$ cat config.mk
export PLATFORM = sky130hd
export DESIGN_NAME = channel_centroid
export DESIGN_NICKNAME = d
export VERILOG_FILES = /design/src/rtl/channel_centroid.sv
export SDC_FILE = /design/constraint.sdc
export NUM_CORES = 1
export LEC_CHECK = 0
export CAP_MARGIN = 20
export CORE_MARGIN = 2
export CORE_UTILIZATION = 40
export DETAILED_ROUTE_END_ITERATION = 16
export PLACE_DENSITY = 0.52
export SYNTH_ARGS = -nofsm -noshare
export SYNTH_HDL_FRONTEND = slang
export SYNTH_SLANG_ARGS = --single-unit
export TNS_END_PERCENT = 5
$ cat constraint.sdc
create_clock -name clk_in -period 9.5 [get_ports clk_in]
set_input_delay 2.85 -clock clk_in [delete_from_list [all_inputs] [get_ports clk_in]]
set_output_delay 2.85 -clock clk_in [all_outputs]
set_load 0.05 [all_outputs]
$ cat src/rtl/channel_centroid.sv
// Window threshold on the selected channel, per-frame accumulation of in-window
// pixel coordinates, and a sequential restoring divider producing the centroid.
module channel_centroid #(
    parameter int unsigned HRES = 1280,
    parameter int unsigned VRES = 720,
    localparam int unsigned XW = $clog2(HRES),
    localparam int unsigned YW = $clog2(VRES)
) (
    input  logic          clk_in,
    input  logic          rst_n_in,
    input  logic [7:0]    channel_in,
    input  logic [7:0]    lower_in,
    input  logic [7:0]    upper_in,
    input  logic [XW-1:0] x_in,
    input  logic [YW-1:0] y_in,
    input  logic          valid_in,
    input  logic          frame_done_in,
    output logic          mask_out,
    output logic          mask_valid_out,
    output logic [XW-1:0] x_out,
    output logic [YW-1:0] y_out,
    output logic          valid_out,
    output logic          busy_out
);

    localparam int unsigned SW = 32;
    localparam int unsigned CW = 21;
    localparam int unsigned IW = 5;
    localparam logic [IW-1:0] LAST_STEP = IW'(SW - 1);

    typedef enum logic [1:0] {
        ACCUM  = 2'd0,
        DIVIDE = 2'd1,
        DONE   = 2'd2
    } state_t;

    state_t         state_q, state_d;
    logic [SW-1:0]  sum_x_q, sum_y_q;
    logic [CW-1:0]  count_q;
    logic [SW-1:0]  quo_x_q, quo_y_q, rem_x_q, rem_y_q;
    logic [CW-1:0]  div_cnt_q;
    logic [IW-1:0]  step_q;

    logic           hit_c;
    logic [SW-1:0]  close_x_c, close_y_c;
    logic [CW-1:0]  close_cnt_c;
    logic           load_c, iter_c, finish_c;
    logic [SW:0]    step_x_c, step_y_c;

    // One restoring step: {quotient bit, new remainder}
    function automatic logic [SW:0] div_step(input logic [SW-1:0] rem,
                                             input logic          nb,
                                             input logic [CW-1:0] d);
        logic [SW:0] trial;
        trial = {rem, nb};
        if (trial >= (SW+1)'(d))
            return {1'b1, SW'(trial - (SW+1)'(d))};
        else
            return {1'b0, trial[SW-1:0]};
    endfunction

    assign hit_c = valid_in && (channel_in >= lower_in) && (channel_in <= upper_in);

    // A pixel coincident with frame_done belongs to the closing frame
    assign close_x_c   = sum_x_q + (hit_c ? SW'(x_in) : SW'(0));
    assign close_y_c   = sum_y_q + (hit_c ? SW'(y_in) : SW'(0));
    assign close_cnt_c = count_q + CW'(hit_c);

    assign step_x_c = div_step(rem_x_q, quo_x_q[SW-1], div_cnt_q);
    assign step_y_c = div_step(rem_y_q, quo_y_q[SW-1], div_cnt_q);

    always_ff @(posedge clk_in or negedge rst_n_in) begin
        if (!rst_n_in) state_q <= ACCUM;
        else           state_q <= state_d;
    end

    always_comb begin
        state_d  = state_q;
        load_c   = 1'b0;
        iter_c   = 1'b0;
        finish_c = 1'b0;
        case (state_q)
            ACCUM: begin
                if (frame_done_in && (close_cnt_c != '0)) begin
                    load_c  = 1'b1;
                    state_d = DIVIDE;
                end
            end
            DIVIDE: begin
                iter_c = 1'b1;
                if (step_q == LAST_STEP) state_d = DONE;
            end
            DONE: begin
                finish_c = 1'b1;
                state_d  = ACCUM;
            end
            default: state_d = ACCUM;
        endcase
    end

    // Accumulators run in every state; frame_done always starts a fresh frame
    always_ff @(posedge clk_in or negedge rst_n_in) begin
        if (!rst_n_in) begin
            sum_x_q <= '0;
            sum_y_q <= '0;
            count_q <= '0;
        end else if (frame_done_in) begin
            sum_x_q <= '0;
            sum_y_q <= '0;
            count_q <= '0;
        end else if (hit_c) begin
            sum_x_q <= sum_x_q + SW'(x_in);
            sum_y_q <= sum_y_q + SW'(y_in);
            count_q <= count_q + CW'(1);
        end
    end

    // Dividend shifts out of quo_* MSB first while quotient bits shift in
    always_ff @(posedge clk_in or negedge rst_n_in) begin
        if (!rst_n_in) begin
            quo_x_q   <= '0;
            quo_y_q   <= '0;
            rem_x_q   <= '0;
            rem_y_q   <= '0;
            div_cnt_q <= '0;
            step_q    <= '0;
        end else if (load_c) begin
            quo_x_q   <= close_x_c;
            quo_y_q   <= close_y_c;
            rem_x_q   <= '0;
            rem_y_q   <= '0;
            div_cnt_q <= close_cnt_c;
            step_q    <= '0;
        end else if (iter_c) begin
            quo_x_q <= {quo_x_q[SW-2:0], step_x_c[SW]};
            quo_y_q <= {quo_y_q[SW-2:0], step_y_c[SW]};
            rem_x_q <= step_x_c[SW-1:0];
            rem_y_q <= step_y_c[SW-1:0];
            step_q  <= step_q + IW'(1);
        end
    end

    // busy covers the cycle after DONE so the result pulse is inside it
    always_ff @(posedge clk_in or negedge rst_n_in) begin
        if (!rst_n_in) begin
            mask_out       <= 1'b0;
            mask_valid_out <= 1'b0;
            x_out          <= '0;
            y_out          <= '0;
            valid_out      <= 1'b0;
            busy_out       <= 1'b0;
        end else begin
            mask_out       <= hit_c;
            mask_valid_out <= valid_in;
            valid_out      <= finish_c;
            busy_out       <= (state_d != ACCUM) || (state_q == DONE);
            if (finish_c) begin
                x_out <= quo_x_q[XW-1:0];
                y_out <= quo_y_q[YW-1:0];
            end
        end
    end

endmodule
# Word-level counts from Yosys, hierarchy flattened
# Cells that the tools add are included.
# totals
regBits	266
latch_bits	0
mem_bits_rw	0
romBits	0
input_bits	49
output_inout_bits	25
wordCells	68
n_memories	0
# classes
addsub	9
mul	0
div	0
n_lt_le_gt_ge	4
n_eq_ne	3
shifts	0
n_mux	27
n_bitwise	0
n_reduce_logical	9
# ops
cell	count
$mux W32	12
$ge A33 B21 Y1	2
$mux W33	2
$add A32 B10 Y32	2
$add A32 B11 Y32	2
$sub A32 B21 Y32	2
$mux W21	2
$add A21 B1 Y21	1
$add A21 B1 Y21 const B	1
$reduce_bool A21 Y1	1
$mux W11	1
$mux W10	1
$mux W5	2
$ge A8 B8 Y1	1
$le A8 B8 Y1	1
$reduce_bool A2 Y1	3
$add A5 B1 Y5 const B	1
$eq A5 B5 Y1 const B	1
$mux W1	4
$mux W2	2
$pmux W2 S2	1
$logic_and A1 B1 Y1	3
$eq A2 B1 Y1 const B	1
$eq A2 B2 Y1 const B	1
other kinds (2)	2

# Longest topological paths before layout
# depth
ltp_word	10
mapped_depth	24

# Least setup slack after synthesis
# OpenSTA, ideal clock, no wires.
# synth_timing
kind	input to register
startpoint	input upper_in[1]
endpoint	register div_cnt_q[0]
setup_time_ns	0.125
arrival_ns	7.533
slack_ns	1.842
cell_stages	22
n_path_buf	4
cell_sequence	inv_1 -> ha_1 -> nor2b_1 -> o21a_1 -> o21ai_0 -> a21oi_1 -> o22ai_1 -> nand3_1 -> inv_1 -> clkbuf_1 -> clkbuf_1 -> ha_1 -> ha_1 -> nand3_1 -> nor3_1 -> mux2_2 -> o21ai_0 -> nand4_2 -> o311ai_4 -> buf_6 -> buf_6 -> mux2_2
# synth_between
elab_chain_cells	7
# synth_rtl
item	line_no	text
start: declaration	13	input logic [7:0] upper_in,
$le A8 B8 Y1 (*)	62	assign hit_c = valid_in && (channel_in >= lower_in) && (channel_in <= upper_in);
$logic_and A1 B1 Y1 (*)	62	
named net hit_c	44	logic hit_c;
$add A21 B1 Y21 (*)	67	assign close_cnt_c = count_q + CW'(hit_c);
$reduce_bool A21 Y1	84	if (frame_done_in && (close_cnt_c != '0)) begin
$logic_and A1 B1 Y1	84	
$mux W1	84	
$mux W1	82	case (state_q)
end signal: assignment	132	div_cnt_q <= close_cnt_c;
end: declaration	41	logic [CW-1:0] div_cnt_q;
# The timed path passes the listed nets; every way through them passes the cells marked *.
# A chain may end at the register's enable or synchronous reset.

# Final worst setup path
# layout_timing
startpoint	input upper_in[1]
endpoint	register quo_x_q[14]
# layout_between
elab_chain_cells	8
elab_cells_between_ends	11
cone_classes	add/sub (2); order compare (1); mux (4); reduce/logical (4)
# layout_rtl
item	line_no	text
$le A8 B8 Y1 (*)	62	
$logic_and A1 B1 Y1 (*)	62	
$add A21 B1 Y21	67	
$reduce_bool A21 Y1	84	
$logic_and A1 B1 Y1	84	
$mux W1	84	
$mux W1	82	
$mux W32 or $reduce_bool A2 Y1 (tied branches)	-	
end signal: assignment	128	quo_x_q <= close_x_c;
end signal: assignment	135	quo_x_q <= {quo_x_q[SW-2:0], step_x_c[SW]};
end: declaration	40	logic [SW-1:0] quo_x_q, quo_y_q, rem_x_q, rem_y_q;
# Mark *: on every way between the ends. The rest lies on a longest branch, timed or not.

==> flow_metrics.env <==
export IMPL_min_delay_start="div_cnt_q[12]"
export IMPL_wl_per_cell_um=18.81
export IMPL_nFillCells=4465
export IMPL_timing_fmax_ghz=0.1245
export IMPL_synth_nets=2253
export IMPL_setup_violations=0
export IMPL_clock_sinks=266
export IMPL_syn_area_um2=18390
export IMPL_yosysWarningCount=0
export IMPL_final_seq_area_um2=6656
export IMPL_slew_headroom_pct=20.87
export IMPL_finalWirelength_mm=51.18
export IMPL_slowest_delay_ps=680
export IMPL_dp_cells=2661
export IMPL_dieArea_um2=47700
export IMPL_drtIter0Drc=1006
export IMPL_vias=15550
export IMPL_cts_setup_buffers=0
export IMPL_start_util_pct=40.52
export IMPL_final_cells=2721
export IMPL_cts_resized=0
export IMPL_rsz0062_at_grt="no"
export IMPL_root_buffer="clkbuf_16"
export IMPL_post_route_period_util_pct=84.55
export IMPL_syn_avg_cell_area_um2=8.785
export IMPL_port_buffers=73
export IMPL_htree_levels=2
export IMPL_drv_slew=0
export IMPL_antenna_found_initial=0
export IMPL_cts_tree="done"
export IMPL_grt_usage_pct=21.69
export IMPL_drv_cap=0
export IMPL_tns_ps=0
export IMPL_grt_max_degree=105
export IMPL_hpwlAfterDp_mm=35.69
export IMPL_clockBufferDepth=3
export IMPL_fin_ws_ps=1468
export IMPL_power_density_nw_per_um2=291.9
export IMPL_peakVddDrop_mv=0.1303
export IMPL_synth_async_reset_ratio_pct=100.0
export IMPL_grt_overflow=0
export IMPL_crit_chain="clkdlybuf4s50_1 -> inv_1 -> ha_1 -> nor2b_1 -> o21a_1 -> o21ai_0 -> a21oi_1 -> o22ai_1 -> nand3_1 -> inv_1 -> ha_1 -> ha_1 -> nand3_1 -> nor3_1 -> mux2_2 -> o21ai_0 -> nand4_2 -> o31a_1 -> nor3b_2 -> a221oi_2"
export IMPL_clock_latency_ps=540
export IMPL_placed_area_um2=19480
export IMPL_cts_buffers_inserted=34
export IMPL_die_height_um=218.4
export IMPL_min_period_ps=8032
export IMPL_status="finished, final reports clean"
export IMPL_cts_hold_buf=0
export IMPL_synthFlopType="dfrtp_1"
export IMPL_vias_per_cell=5.714
export IMPL_timing_critical_path_mode_cell="ha_1"
export IMPL_whs_ps=479.8
export IMPL_n_antenna_cell=0
export IMPL_synth_top_area_share_pct=36.20
export IMPL_hold_path_class="register to register"
export IMPL_criticalPathCategory="primary input to register"
export IMPL_row_count=78
export IMPL_die_x_um=218.4
export IMPL_tightestPinTransition_ps=1172
export IMPL_crit_path_top_delay_cell="o31a_1"
export IMPL_synthCells=2093
export IMPL_reg2reg_from="count_q[0]"
export IMPL_path_buf_inv=3
export IMPL_required_ps=9940
export IMPL_yosysMostFrequentCell="dfrtp_1"
export IMPL_dp_slack_ps=947.3
export IMPL_yosysTopAreaCell="dfrtp_1"
export IMPL_globalplace_congestion=0.8667
export IMPL_drive_gt1_share_pct=7.166
export IMPL_ys_ff_latch=266
export IMPL_p_leak_nw=8.831
export IMPL_antenna_left=0
export IMPL_crit_family="compound AO/OA/AOI/OAI gates"
export IMPL_ys_types=85
export IMPL_synth_edf_count=0
export IMPL_multi_input_area_um2=10910
export IMPL_core_area_um2=45380
export IMPL_drcViolationCount=0
export IMPL_grt_pass1_wl_mm=83.25
export IMPL_synth_area_leaders="dfrtp_1, ha_1, a21oi_1, o21ai_0, xnor2_1"
export IMPL_synthTopCellsByCount="dfrtp_1, nand2_1, a21oi_1, o21ai_0, nor2_1"
export IMPL_hold_viol_final=0
export IMPL_arrival_ps=8470
export IMPL_finClkSkew_ps=13.88
export IMPL_clk_pin_slew_worst_paths_ps=60
export IMPL_drt_first_pass_iters=5
export IMPL_areaGrowthSynthToFinish_pct=12.50
export IMPL_final_area_um2=20690
export IMPL_crit_fanout=19
export IMPL_startpoint_type="primary input"
export IMPL_finalNetCount=2258
export IMPL_critPathLaunch="upper_in[1]"
export IMPL_grt_pass1_vias=15060
export IMPL_io_pins=74
export IMPL_yosysSeqAreaShare_pct=36.20
export IMPL_endpoint_kind="register"
## flip-flops by register name, indices dropped and copies added (netlist names)
signal	flops
quo_y_q	32
busy_out	1
mask_out	1
x_out	11
div_cnt_q	21
mask_valid_out	1
count_q	21
rem_x_q	32
step_q	5
state_q	2
y_out	10
rem_y_q	32
sum_x_q	32
quo_x_q	32
valid_out	1
sum_y_q	32
## per-stage QoR
stage | utilization, % | power (mW)
floorplan | - | 3.926
global placement | 42.93 | 4.605
detailed placement | 42.93 | 4.644
CTS | 45.55 | 6.088
global route | 45.58 | 6.509
finish | 45.58 | 6.037
## power breakdown
part | total (mW) | internal (mW) | leakage, nW | switching, mW
registers | 1.78 | 1.49 | 3.42 | 0.288
clock network | 1.40 | 0.875 | 0.590 | 0.522
logic | 2.86 | 1.18 | 4.82 | 1.68
total | 6.04 | 3.55 | 8.83 | 2.49
## metal layers
| metal | vias up | GRT usage [%] | share of wire [%] |
|---|---|---|---|
| met3 | 63 | 2.366 | 3.6 |
| met2 | 291 | 33.42 | 44 |
| met5 | - | 0 | 0 |
| met4 | 0 | 6.190 | 2.2 |
| li1 | 7663 | - | - |
| met1 | 7530 | 31.99 | 50 |
## final cells by class
| type | count | share of cell area (%) |
|---|---|---|
| timing repair buffer | 91 | 4.355 |
| tap | 600 | 3.629 |
| clock buffer | 45 | 4.657 |
| inverter | 75 | 1.361 |
| multi-input combinational | 1630 | 52.74 |
| clock inverter | 14 | 1.083 |
| sequential | 266 | 32.18 |
## kinds of logic (layout without fill, tap and decap cells)
family,Yosys count,after routing,synth area share (%)
mux,71,71,4.103
compound gates,602,602,21.11
simple gates,710,710,19.74
xor+xnor,136,136,6.478
buf+inv,197,225,4.566
fa+ha+maj,111,111,7.798
flops,266,266,36.20
## worst register-to-register path, cell delays in order, from the launching register on
cell	delay, ps
dfrtp_1	470
ha_1	250
ha_1	280
nand3_1	320
nor3_1	480
mux2_2	380
o21ai_0	210
nand4_2	220
o31a_1	690
nor3b_2	360
a221oi_2	280
## cell usage in the layout, fill, tap and decap left out, types with 19 or more instances in the layout
cell type and n:
dfrtp_1 266, nand2_1 174, a21oi_1 167, o21ai_0 159, nor2_1 126, ha_1 105
xnor2_1 87, nand3_1 83, inv_1 75, clkdlybuf4s50_1 71, nor3_1 55, a22oi_1 50
xor2_1 49, a21o_1 47, nand4_1 47, or3_1 42, mux2i_1 36, mux2_2 35
clkbuf_16 35, and2_1 34, nor2b_1 24, o31ai_1 21, and3_1 20, or4_1 20
nand2b_1 19
## final timing paths
kind	endpoint	slack [ps]	cells after the start
worst max-delay path	quo_x_q[14]	1470	20
worst min-delay path	div_cnt_q[12]	480	2
worst max register to register	quo_x_q[14]	5480	10
worst min register to register	div_cnt_q[12]	480	2
max in group asynchronous	div_cnt_q[18]	5860	2
min in group asynchronous	quo_y_q[14]	2240	1
No activity file was read; power rests on OpenSTA's default activity.
